--- config.mk ---
export PLATFORM = sky130hd
export DESIGN_NAME = instr_fetch_unit_flat
export DESIGN_NICKNAME = d
export VERILOG_FILES = /design/src/rtl/instr_fetch_unit_if.sv /design/src/rtl/instr_fetch_unit.sv /design/src/flat_wrapper.sv
export SDC_FILE = /design/constraint.sdc
export NUM_CORES = 1
export LEC_CHECK = 0
export ABC_AREA = 1
export ABC_CLOCK_PERIOD_IN_PS = 2500
export BUFFER_PORTS_ARGS = -buffer_cell sky130_fd_sc_hd__clkbuf_2
export CAP_MARGIN = 20
export CORE_ASPECT_RATIO = 0.75
export CORE_MARGIN = 4
export CORE_UTILIZATION = 42
export CTS_BUF_LIST = sky130_fd_sc_hd__clkbuf_8
export CTS_CLUSTER_DIAMETER = 60
export DETAILED_ROUTE_END_ITERATION = 12
export PLACE_DENSITY_LB_ADDON = 0.12
export RECOVER_POWER = 50
export SETUP_SLACK_MARGIN = 0.4
export SLEW_MARGIN = 20
export SYNTH_ARGS = -nofsm -noshare
export SYNTH_HDL_FRONTEND = slang
export SYNTH_SLANG_ARGS = --single-unit
--- constraint.sdc ---
create_clock -name clk -period 2.5 [get_ports clk]
set_input_delay 0.5 -clock clk [delete_from_list [all_inputs] [get_ports clk]]
set_output_delay 0.5 -clock clk [all_outputs]
set_load 0.01 [all_outputs]
--- src/rtl/instr_fetch_unit_if.sv ---
// Program-load, redirect and decode-handshake signals of the instruction fetch unit.
// The fetch unit takes the slave side; the CPU/loader drives the master side.
interface instr_fetch_unit_if #(
   parameter int ADDR_W  = 16,
   parameter int INSTR_W = 9
);
   logic               prog_we;
   logic [ADDR_W-1:0]  prog_addr;
   logic [INSTR_W-1:0] prog_data;
   logic               redirect;
   logic [ADDR_W-1:0]  redirect_pc;
   logic               instr_valid;
   logic               instr_ready;
   logic [INSTR_W-1:0] instr;
   logic [ADDR_W-1:0]  instr_pc;
   logic               fetch_halted;

   modport master (
      output prog_we, prog_addr, prog_data, redirect, redirect_pc, instr_ready,
      input  instr_valid, instr, instr_pc, fetch_halted
   );

   modport slave (
      input  prog_we, prog_addr, prog_data, redirect, redirect_pc, instr_ready,
      output instr_valid, instr, instr_pc, fetch_halted
   );
endinterface

--- src/rtl/instr_fetch_unit.sv ---
// Writable instruction memory with a one-stage read and a prefetch FIFO feeding decode.
// Fetch stops by itself once a halt word is pushed; a redirect flushes and restarts it.
//
// state    | meaning
// S_RUN    | issuing sequential reads while the FIFO has room
// S_HALTED | halt word pushed; no issues until the next redirect
module instr_fetch_unit #(
   parameter int                ADDR_W     = 16,
   parameter int                INSTR_W    = 9,
   parameter int                OPC_W      = 5,
   parameter int                DEPTH      = 64,
   parameter int                FIFO_DEPTH = 4,
   parameter logic [OPC_W-1:0]  HALT_OPC   = 5'b11010,
   parameter logic [ADDR_W-1:0] RESET_PC   = '0
) (
   input logic              clk,
   input logic              rst_n,
   instr_fetch_unit_if.slave bus
);
   localparam logic [INSTR_W-1:0] HALT_WORD = {HALT_OPC, {(INSTR_W-OPC_W){1'b0}}};
   localparam int MEM_AW = (DEPTH > 1) ? $clog2(DEPTH) : 1;
   localparam int CNT_W  = $clog2(FIFO_DEPTH) + 1;
   localparam int IDX_W  = $clog2(FIFO_DEPTH);

   typedef enum logic {S_RUN, S_HALTED} state_t;

   state_t             state_q, state_d;
   logic [INSTR_W-1:0] mem_q [DEPTH];
   logic [ADDR_W-1:0]  fetch_pc_q, fetch_pc_d;
   logic               rd_v_q, rd_v_d;
   logic [INSTR_W-1:0] rd_word_q, rd_word_d;
   logic [ADDR_W-1:0]  rd_pc_q, rd_pc_d;
   logic [INSTR_W-1:0] fifo_instr_q [FIFO_DEPTH];
   logic [INSTR_W-1:0] fifo_instr_d [FIFO_DEPTH];
   logic [ADDR_W-1:0]  fifo_pc_q [FIFO_DEPTH];
   logic [ADDR_W-1:0]  fifo_pc_d [FIFO_DEPTH];
   logic [CNT_W-1:0]   count_q, count_d;

   logic               in_range;
   logic [INSTR_W-1:0] mem_rd;
   logic               pop, push, halt_push, issue;
   logic [IDX_W-1:0]   wr_idx;

   // Words are stored XOR the halt word so a zeroed power-up array reads back as halt.
   always_ff @(posedge clk) begin
      if (bus.prog_we && (32'(bus.prog_addr) < DEPTH))
         mem_q[bus.prog_addr[MEM_AW-1:0]] <= bus.prog_data ^ HALT_WORD;
   end

   assign in_range  = 32'(fetch_pc_q) < DEPTH;
   assign mem_rd    = in_range ? (mem_q[fetch_pc_q[MEM_AW-1:0]] ^ HALT_WORD) : HALT_WORD;
   assign pop       = (count_q != '0) && bus.instr_ready && !bus.redirect;
   assign push      = rd_v_q && !bus.redirect;
   assign halt_push = push && (rd_word_q[INSTR_W-1 -: OPC_W] == HALT_OPC);
   assign issue     = (state_q == S_RUN) && !bus.redirect && !halt_push
                      && ((32'(count_q) + 32'(rd_v_q)) < FIFO_DEPTH);

   always_ff @(posedge clk or negedge rst_n) begin
      if (!rst_n) state_q <= S_RUN;
      else        state_q <= state_d;
   end

   always_comb begin
      state_d = state_q;
      if (bus.redirect)   state_d = S_RUN;
      else if (halt_push) state_d = S_HALTED;
   end

   always_comb begin
      fetch_pc_d = fetch_pc_q;
      rd_v_d     = issue;
      rd_word_d  = rd_word_q;
      rd_pc_d    = rd_pc_q;
      if (bus.redirect) begin
         fetch_pc_d = bus.redirect_pc;
      end else if (issue) begin
         fetch_pc_d = fetch_pc_q + ADDR_W'(1);
         rd_word_d  = mem_rd;
         rd_pc_d    = fetch_pc_q;
      end
   end

   // Head lives in entry 0; popping the only entry leaves it in place so the outputs hold.
   always_comb begin
      fifo_instr_d = fifo_instr_q;
      fifo_pc_d    = fifo_pc_q;
      count_d      = count_q;
      wr_idx       = IDX_W'(count_q - CNT_W'(pop));
      if (bus.redirect) begin
         count_d = '0;
      end else begin
         if (pop && (count_q > CNT_W'(1))) begin
            for (int i = 0; i < FIFO_DEPTH - 1; i++) begin
               fifo_instr_d[i] = fifo_instr_q[i+1];
               fifo_pc_d[i]    = fifo_pc_q[i+1];
            end
         end
         if (push) begin
            fifo_instr_d[wr_idx] = rd_word_q;
            fifo_pc_d[wr_idx]    = rd_pc_q;
         end
         count_d = count_q + CNT_W'(push) - CNT_W'(pop);
      end
   end

   always_ff @(posedge clk or negedge rst_n) begin
      if (!rst_n) begin
         fetch_pc_q <= RESET_PC;
         rd_v_q     <= 1'b0;
         rd_word_q  <= HALT_WORD;
         rd_pc_q    <= '0;
         count_q    <= '0;
         for (int i = 0; i < FIFO_DEPTH; i++) begin
            fifo_instr_q[i] <= HALT_WORD;
            fifo_pc_q[i]    <= '0;
         end
      end else begin
         fetch_pc_q   <= fetch_pc_d;
         rd_v_q       <= rd_v_d;
         rd_word_q    <= rd_word_d;
         rd_pc_q      <= rd_pc_d;
         count_q      <= count_d;
         fifo_instr_q <= fifo_instr_d;
         fifo_pc_q    <= fifo_pc_d;
      end
   end

   assign bus.instr_valid  = (count_q != '0);
   assign bus.instr        = fifo_instr_q[0];
   assign bus.instr_pc     = fifo_pc_q[0];
   assign bus.fetch_halted = (state_q == S_HALTED);
endmodule

--- src/flat_wrapper.sv ---
// flat-port wrapper written by rule: the top's interface ports become plain ports
module instr_fetch_unit_flat 
#(
   parameter int                ADDR_W     = 16,
   parameter int                INSTR_W    = 9,
   parameter int                OPC_W      = 5,
   parameter int                DEPTH      = 64,
   parameter int                FIFO_DEPTH = 4,
   parameter logic [OPC_W-1:0]  HALT_OPC   = 5'b11010,
   parameter logic [ADDR_W-1:0] RESET_PC   = '0
)
  (clk, rst_n, bus_prog_we, bus_prog_addr, bus_prog_data, bus_redirect, bus_redirect_pc, bus_instr_ready, bus_instr_valid, bus_instr, bus_instr_pc, bus_fetch_halted);
  instr_fetch_unit_if #(.ADDR_W(ADDR_W), .INSTR_W(INSTR_W)) bus_i ();
  input logic clk;
  input logic rst_n;
  input wire logic [$bits(bus_i.prog_we)-1:0] bus_prog_we;
  input wire logic [$bits(bus_i.prog_addr)-1:0] bus_prog_addr;
  input wire logic [$bits(bus_i.prog_data)-1:0] bus_prog_data;
  input wire logic [$bits(bus_i.redirect)-1:0] bus_redirect;
  input wire logic [$bits(bus_i.redirect_pc)-1:0] bus_redirect_pc;
  input wire logic [$bits(bus_i.instr_ready)-1:0] bus_instr_ready;
  output wire logic [$bits(bus_i.instr_valid)-1:0] bus_instr_valid;
  output wire logic [$bits(bus_i.instr)-1:0] bus_instr;
  output wire logic [$bits(bus_i.instr_pc)-1:0] bus_instr_pc;
  output wire logic [$bits(bus_i.fetch_halted)-1:0] bus_fetch_halted;
  assign bus_i.prog_we = bus_prog_we;
  assign bus_i.prog_addr = bus_prog_addr;
  assign bus_i.prog_data = bus_prog_data;
  assign bus_i.redirect = bus_redirect;
  assign bus_i.redirect_pc = bus_redirect_pc;
  assign bus_i.instr_ready = bus_instr_ready;
  assign bus_instr_valid = bus_i.instr_valid;
  assign bus_instr = bus_i.instr;
  assign bus_instr_pc = bus_i.instr_pc;
  assign bus_fetch_halted = bus_i.fetch_halted;
  instr_fetch_unit #(.ADDR_W(ADDR_W), .INSTR_W(INSTR_W), .OPC_W(OPC_W), .DEPTH(DEPTH), .FIFO_DEPTH(FIFO_DEPTH), .HALT_OPC(HALT_OPC), .RESET_PC(RESET_PC)) u_core (.clk(clk), .rst_n(rst_n), .bus(bus_i));
endmodule
==> Yosys cells after proc, flatten, opt, wreduce, memory -nomap -nowiden <==
Memory sizes are Yosys's and may differ from the RTL's.
Index checks and enable logic that the tools add are counted.
{ "word_totals": {"elab_cells": 69, "register_bits": 146, "mem_bits_rw": 576, "memories": 1} }
{ "op_classes": {"mux": 20, "eq_ne": 1, "reduce_logical": 17, "magnitude_cmp": 6, "n_bitwise": 5, "n_addsub": 5} }
{ "mem_list": {"columns": ["name", "depth", "width", "rd", "rd_ports_with_merged_regs", "wr", "line", "source"], "rows": [
  ["u_core.mem_q", 64, 9, 1, 0, 1, "instr_fetch_unit.sv:28", "logic [INSTR_W-1:0] mem_q [DEPTH];"]
]} }
{ "op_table": {"columns": ["op", "count"], "rows": [
  ["$mux W48", 2],
  ["$bwmux W64", 1],
  ["$mux W64", 1],
  ["$mux W27", 2],
  ["$mux W16", 3],
  ["$bwmux W36", 1],
  ["$mux W36", 1],
  ["$demux W16 S2", 1],
  ["$lt A16 B7 Y1 const B", 2],
  ["$lt A32 B3 Y1 const B", 1],
  ["$demux W9 S2", 1],
  ["$mux W9", 2],
  ["$add A16 B1 Y16 const B", 1],
  ["$logic_and A1 B1 Y1", 10],
  ["$not A3 Y3", 2],
  ["$eq A5 B5 Y1 const B", 1],
  ["$add A3 B1 Y4", 1],
  ["$mux W1", 4],
  ["$reduce_and A2 Y1", 2],
  ["$reduce_bool A2 Y1", 2],
  ["$add A3 B1 Y3", 1],
  ["$ge A3 B3 Y1 const B", 1],
  ["$gt A3 B1 Y1 const B", 1],
  ["$lt A3 B1 Y1 const B", 1],
  ["other kinds (7)", 9]
]} }

==> Longest topological paths before layout <==
Gate-level depths: netlist of run 1.
{ "logic_depth": {"depth_word": 11, "ltp_mapped": 17, "ltp_nobuf": 15} }

==> Worst setup path before layout of run 1 <==
Ideal clock, no wire load.
{ "synth_timing": {"path_kind": "register to register", "startpoint": "reg u_core.count_q[1]", "endpoint": "reg u_core.fifo_instr_q (netlist bit u_core.bus.instr[0])", "slack_ns": 0.048, "t_required_ns": 2.380, "path_stages_with_launch": 15, "synth_period_minus_slack_ns": 2.452, "setup_ns": 0.120, "arrival_ns": 2.332, "path_buffers": 2, "cell_sequence": "dfrtp_1 -> nor2_1 -> nand2_1 -> nand2_1 -> nor2_2 -> clkbuf_1 -> ha_1 -> inv_1 -> ha_1 -> inv_1 -> nand3_1 -> clkbuf_1 -> nand3_1 -> o21ai_0 -> inv_1"} }
{ "synth_via": {"elab_chain_len": 11, "word_cells_on_any_way": 16} }
{ "synth_rtl": {"columns": ["item", "line", "source"], "rows": [
  ["from (decl)", "instr_fetch_unit.sv:37", "logic [CNT_W-1:0] count_q, count_d;"],
  ["from (signal assigned)", "instr_fetch_unit.sv:122", "count_q <= count_d;"],
  ["$reduce_bool A3 Y1 *", null, null],
  ["via bus_instr_valid", "flat_wrapper.sv:22", "output wire logic [$bits(bus_i.instr_valid)-1:0] bus_instr_valid;"],
  ["$logic_and A1 B1 Y1 * (2 in series)", "instr_fetch_unit.sv:52", "assign pop = (count_q != '0) && bus.instr_ready && !bus.redirect;"],
  ["$sub A2 B1 Y2", "instr_fetch_unit.sv:88", "wr_idx = IDX_W'(count_q - CNT_W'(pop));"],
  ["$not A2 Y3 (implied by the code)", "instr_fetch_unit.sv:99", "fifo_instr_d[wr_idx] = rd_word_q;"],
  ["$ge A3 B3 Y1 (implied by the code) / $lt A3 B1 Y1 (equally long branches)", "instr_fetch_unit.sv:99", null],
  ["$logic_and A1 B1 Y1 (implied by the code)", "instr_fetch_unit.sv:99", null],
  ["$mux W9 (implied by the code)", "instr_fetch_unit.sv:99", null],
  ["$demux W9 S2", "instr_fetch_unit.sv:99", null],
  ["$bwmux W36", "instr_fetch_unit.sv:99", null],
  ["$mux W36 *", "instr_fetch_unit.sv:98", "if (push) begin"],
  ["to (signal assigned)", "instr_fetch_unit.sv:123", "fifo_instr_q <= fifo_instr_d;"],
  ["to (decl)", "instr_fetch_unit.sv:33", "logic [INSTR_W-1:0] fifo_instr_q [FIFO_DEPTH];"]
]} }
Mark *: on every way through the listed nets, which the timed path passes. The rest lies on a longest branch. The select of a mux whose other input is x is not followed.
A chain may end at the register's enable or synchronous reset.

==> Worst setup path after layout of run 1 <==
{ "layout_timing": {"startpoint": "in bus_prog_data[2]", "endpoint": "mem u_core.mem_q[50][2], data pin"} }
{ "layout_lines": {"columns": ["item", "line", "source"], "rows": [
  ["from (decl)", "flat_wrapper.sv:18", "input wire logic [$bits(bus_i.prog_data)-1:0] bus_prog_data;"],
  ["to (decl)", "instr_fetch_unit.sv:28", null]
]} }
No word-level cell before the write port.

==> flow_metrics.tcl, run 1 <==
set metrics [dict create \
    status "complete, but fails checks" \
    violations "capacitance limit, slew limit" \
    synth_edf_count 576 \
    cts.clk_slew.worst_paths_ns 0.07 \
    fmax_mhz 431 \
    synthAdderAreaFrac_pct 0.343 \
    routedWlPerCell_um 21.8 \
    cts_tree "yes" \
    routed_wl_mm 93.6 \
    placed_area_mm2 0.0335 \
    drcViolationCount 0 \
    drt_pass1_iterations 6 \
    end_kind "flip-flop" \
    synth_simple_gate_area_share_pct 19.0 \
    synthArstFlopShare_pct 20.2 \
    netlist_top_cells_area "edfxtp_1, dfrtp_1, nand2_1" \
    ir_drop_mv 0.577 \
    core_mm2 0.0737 \
    grt_antenna_before_repair 2 \
    clkSinkCount 722 \
    yosys_most_used_dff "edfxtp_1" \
    report.final.slew_viol_count 355 \
    critical_path_depth 2 \
    min_path_type "in -> reg" \
    crit_slowest_cell "dlymetal6s2s_1" \
    synthCells 3036 \
    fp.dieH_um 245 \
    cap_violations 6 \
    fin_skew_ns 0.0383 \
    worstPathMaxFanout 29 \
    leakage_nw 15.3 \
    clk_path_buf_depth 3 \
    syn_to_final_growth_pct 18.1 \
    start_util_pct 42.6 \
    worst_r2r_path_depth 16 \
    finalCritPeriodShare_pct 92.7 \
    path_buf_inv 2 \
    synth_fp_nets 3090 \
    grt_setup_unrepaired "true" \
    stdcell_count 4303 \
    arrival_ns 2.59 \
    hold_viol 0 \
    ys_ff_latch 722 \
    postRouteAntennaNets 0 \
    synth_area_mm2 0.0314 \
    vias_per_cell 5.33 \
    ios 73 \
    cp_cell_sequence "clkbuf_1 > dlymetal6s2s_1" \
    synth_top_family_by_area "simple AND/OR/NAND/NOR gates" \
    worstSetupStartpointType "input pin" \
    clkLatencyLatePin_ns 0.73 \
    p_per_area_mw_per_mm2 966 \
    path_class "in -> reg" \
    ys_seq_area_share_pct 66.8 \
    drive_gt1_share_pct 17.3 \
    vias 22900 \
    synth_xor_xnor_area_share_pct 0.391 \
    fin_setup_tns_ns 0 \
    cpLargestDelayFamily "buffers and inverters" \
    setup_viol_count_final 0 \
    final_nets 3304 \
    grt_pass1_vias 22300 \
    gp_congestion 0.872 \
    syn_area_per_cell_um2 10.3 \
    htree_num_levels 3 \
    synth_compound_area_share_pct 6.43 \
    synth_warnings 0 \
    synth_top_cell_by_area "edfxtp_1" \
    cts_root_buf "clkbuf_8" \
    synth.cells.most_frequent "nand2_1, edfxtp_1, nor2_1, inv_1, nand3_1" \
    grt_pass1_wl_mm 137 \
    num_rows 86 \
    die_area_mm2 0.0792 \
    dp_cells 4032 \
    overflow 0 \
    max_stage_delay_ns 1.28 \
    drtIter0Drc 2571 \
    synth.area.mux_share_pct 0 \
    hold_path_depth 5 \
    die_w_um 324 \
    synthDistinctLibCells 38 \
    track_usage_pct 22.9 \
    layout_min_cycle_time_ns 2.32 \
    slew-limit-headroom_pct -39.9 \
    cp.required_ns 2.77 \
    design_area_mm2 0.0371 \
    synth_most_common_cell "nand2_1" \
    synth_top_area_share_pct 55.1 \
    cts_buffers 112 \
    portBuffers 72 \
    dp_hpwl_mm 54.0 \
    worst_pin_slew_ns 2.10 \
    grt_max_degree 95 \
]
==> through the flow <==
| step | total power (W) | util (%) | worst slack [ns] | hold WS, ns |
|---|---|---|---|---|
| after global routing | 0.0378 | 50.3 | 0.172 | 0.169 |
| final | 0.0358 | 50.3 | 0.182 | 0.208 |
| after detailed placement | 0.0249 | 45.5 | 0.0389 | 0.480 |
| after floorplan | 0.0217 | - | 0.367 | 0.204 |
| after CTS | 0.0351 | 49.6 | 0.340 | 0.123 |
| after global placement | 0.0247 | 45.5 | 0.0824 | 0.466 |
==> flip-flops by register name (all words and copies together) (netlist names), named ones only <==
signal	flops
u_core.rd_v_q	1
u_core.bus.instr	9
u_core.bus.instr_pc	16
u_core.fetch_pc_q	16
u_core.bus.fetch_halted	1
u_core.fifo_pc_q	32
u_core.fifo_instr_q	18
u_core.rd_word_q	9
u_core.count_q	3
u_core.mem_q	576
u_core.rd_pc_q	16
==> per-layer routing <==
layer | wire length (um) | track usage, %
met5 | 0 | 0
met4 | 2220 | 5.96
met3 | 6560 | 3.86
met2 | 41500 | 34.5
met1 | 43300 | 34.5
==> path summary, 6_finish.rpt <==
| kind | from | end | slack [ns] |
|---|---|---|---|
| min reg2reg | flip-flop | flip-flop | 0.49 |
| min in group asynchronous | rst_n | u_core.bus.instr_pc[8] | 0.62 |
| max | bus_prog_data[2] | u_core.mem_q[50][2] | 0.18 |
| max reg2reg | u_core.fetch_pc_q[0] | u_core.rd_word_q[5] | 0.35 |
| min | bus_redirect_pc[0] | u_core.fetch_pc_q[0] | 0.21 |
| max in group asynchronous | rst_n | u_core.rd_word_q[5] | 0.66 |
==> where the power goes <==
group,internal [W],switching (W)
sequential,0.0141,0.000819
clock,0.00451,0.00460
combinational,0.00420,0.00757
==> placed cells by master, fill, tap and decap left out, types with 61 or more instances in the layout <==
cell type,synthesis,layout
clkbuf_2,0,77
clkbuf_8,0,120
o21ai_1,41,76
nand3_1,268,243
nand2_1,743,699
edfxtp_1,576,576
dfrtp_1,131,127
inv_1,283,302
buf_4,41,122
nor2_1,342,323
o21ai_0,222,180
nand4_1,61,61
==> area by class of cell <==
| cell class | instances | area [um2] |
|---|---|---|
| Fill cell | 6679 | 36600 |
| Sequential cell | 722 | 21000 |
| Multi-Input combinational cell | 1827 | 8750 |
| Timing Repair Buffer | 298 | 2980 |
| Clock buffer | 120 | 1650 |
| Tap cell | 968 | 1210 |
| Inverter | 287 | 1120 |
| Clock inverter | 78 | 362 |
| Timing Repair inverter | 2 | 17.5 |
| Antenna cell | 1 | 2.50 |
==> repair_timing <==
action	CTS	global route
pin swaps	29	34
hold buffers	16	0
gates resized for setup	109	121
endpoints found under the setup margin	86	87
gates cloned	11	15
buffers inserted	21	9
hold endpoints to repair	60	0
==> cells by family after synthesis <==
logic type / count (synthesis)
xor gates and xnor gates: 14
adders and majority gates: 8
DFF: 722
and+or+nand+nor: 1436
AOI/OAI and AO/OA: 369
buffers and inverters: 487
Note: power is estimated with default switching activity, not from simulation.
==> run 2: changes to the inputs <==
CORE_UTILIZATION = 46   (was 42)
==> run 2 against run 1 <==
Effect of this change:
- the run still ends with capacitance limit, slew limit left
- critical path depth grew 12
- cell count shrank 1.7%
- flip-flop and latch count is the same
- clock skew grew 0.0045 ns
- count of clock-buffer cells in the layout shrank 1
- register-to-register slack lost 0.11 ns
- worst hold slack lost 0.13 ns
- sequential share of layout area shrank 0.16 points
- highest routed layer is now met5
==> flow_metrics.tcl, run 2 (synthesis gave the netlist of run 1 again) <==
set metrics [dict create \
    grt_max_degree 132 \
    drive_gt1_share_pct 17.1 \
    fp.dieH_um 234 \
    ios 73 \
    arrival_ns 2.90 \
    die_w_um 310 \
    status "complete, but fails checks" \
    seq_power_share_pct 41.3 \
    drcViolationCount 0 \
    clkLatencyLatePin_ns 0.74 \
    mostFrequentLayoutCells "nand2_1, edfxtp_1, nor2_1" \
    overflow 0 \
    start_util_pct 46.7 \
    report.final.slew_viol_count 339 \
    p_sw_w 0.0132 \
    routed_wl_mm 96.0 \
    grt_setup_unrepaired "true" \
    violations "capacitance limit, slew limit" \
    num_rows 82 \
    grt_pass1_wl_mm 137 \
    layout_min_cycle_time_ns 2.26 \
    rrSetupSlack_ns 0.24 \
    cts_tree "yes" \
    drtIter0Drc 2700 \
    cap_violations 6 \
    core_mm2 0.0672 \
    portBuffers 72 \
    clkSinkCount 722 \
    grt_pass1_vias 22100 \
    track_usage_pct 25.3 \
    gp_congestion 0.872 \
    diodes 0 \
    routedWlPerCell_um 22.7 \
    multiInputGateArea_mm2 0.00870 \
    cts_buffers 113 \
    die_area_mm2 0.0725 \
    postRouteAntennaNets 0 \
    end_kind "flip-flop" \
    register_area_mm2 0.0210 \
    min_path_type "in -> reg" \
    p_per_area_mw_per_mm2 975 \
    leakage_nw 15.4 \
    slew-limit-headroom_pct -39.8 \
    p_comb_share_pct 33.4 \
    hold_viol 0 \
    largest_reg_flops 576 \
    nFillCells 5853 \
    switching_share_pct 36.4 \
    worstSetupStartpointType "flip-flop" \
    drt_pass1_iterations 7 \
    worstPathMaxFanout 6 \
    internal-power_w 0.0231 \
    ir_drop_mv 0.468 \
    fin_skew_ns 0.0429 \
    cts_root_buf "clkbuf_8" \
    path_class "reg -> reg" \
    finalCritPeriodShare_pct 90.3 \
    worst_pin_slew_ns 2.10 \
    syn_to_final_growth_pct 18.5 \
    grt_antenna_before_repair 1 \
    cp.required_ns 3.14 \
    vias_per_cell 5.55 \
    final_nets 3316 \
    dp_cells 3957 \
    htree_num_levels 3 \
    p_total_w 0.0362 \
    p_clk_share_pct 25.4 \
    final_common_cell "nand2_1" \
    dp_hpwl_mm 55.4 \
    setup_viol_count_final 0 \
    fmax_mhz 443 \
    clk_path_buf_depth 3 \
    cts.clk_slew.worst_paths_ns 0.07 \
    stdcell_count 4230 \
    fin_setup_tns_ns 0 \
    vias 23500 \
]
==> run 2: layer usage <==
metal | global-route usage (%) | part of all wire (%) | vias up
met3 | 6.63 | 10 | 182
met2 | 37.8 | 44 | 1188
met4 | 6.66 | 2.5 | 2
li1 | - | - | 10700
met5 | 0 | 0.0083 | -
met1 | 36.9 | 43 | 11400
==> run 2: worst paths after layout <==
kind                                      startpoint                          to  cells after the start
worst min-delay path             bus_redirect_pc[10]       u_core.fetch_pc_q[10]                      3
min in group asynchronous                      rst_n        u_core.fifo_pc_q[39]                      2
worst max-delay path            u_core.fetch_pc_q[0]         u_core.rd_word_q[0]                     14
max in group asynchronous                      rst_n  asynchronous set/reset pin                      3
worst max register to register  u_core.fetch_pc_q[0]         u_core.rd_word_q[0]                     14
worst min register to register             flip-flop                   flip-flop                      2
==> run 2: area by class of cell <==
type,count,share of cell area (%)
Inverter,287,3.00
Timing Repair Buffer,309,8.68
Multi-Input combinational cell,1827,23.4
Sequential cell,722,56.4
Tap cell,882,2.97
Timing Repair inverter,2,0.0538
Clock buffer,119,4.40
Clock inverter,82,1.08
==> run 2: per-stage QoR <==
step	utilization, %	hold slack [ns]	setup slack [ns]	instance area [um2]
2_1_floorplan	-	0.204	0.367	31600
3_3_place_gp	49.9	0.467	0.0381	33600
3_5_place_dp	49.9	0.478	0.0232	33600
4_1_cts	54.5	0.00774	0.279	36600
5_1_grt	55.3	0.0574	0.141	37200
6_report	55.3	0.0792	0.243	37200
==> run 2: power by group through the flow <==
| stage | combinational [W] | clock [W] | sequential [W] |
|---|---|---|---|
| 6_report | 0.0121 | 0.00920 | 0.0150 |
| 5_1_grt | 0.0131 | 0.00995 | 0.0150 |
| 4_1_cts | 0.0110 | 0.00937 | 0.0149 |
| 3_5_place_dp | 0.00980 | 0 | 0.0151 |
| 3_3_place_gp | 0.00970 | 0 | 0.0151 |
| 2_1_floorplan | 0.00691 | 0 | 0.0148 |
==> run 2: worst max-delay path, cell delays in order, from the launching register on <==
cell      delay (ns)
dfrtp_4         0.53
buf_12          0.18
buf_16          0.17
buf_12          0.16
buf_16          0.15
o211ai_1        0.18
nand3_1         0.19
nand3_1         0.13
nand2_2         0.08
nand2_1         0.07
nand2_1         0.07
inv_2           0.07
nand2_1         0.07
nand2_1         0.06
nand2_1         0.05
==> run 2: repair_timing <==
action | CTS | global route
hold buffers | 15 | 0
endpoints found under the setup margin | 83 | 85
cloned | 16 | 20
pin swaps | 36 | 46
setup buffers | 10 | 11
gates resized for setup | 102 | 112
hold endpoints to repair | 49 | 0
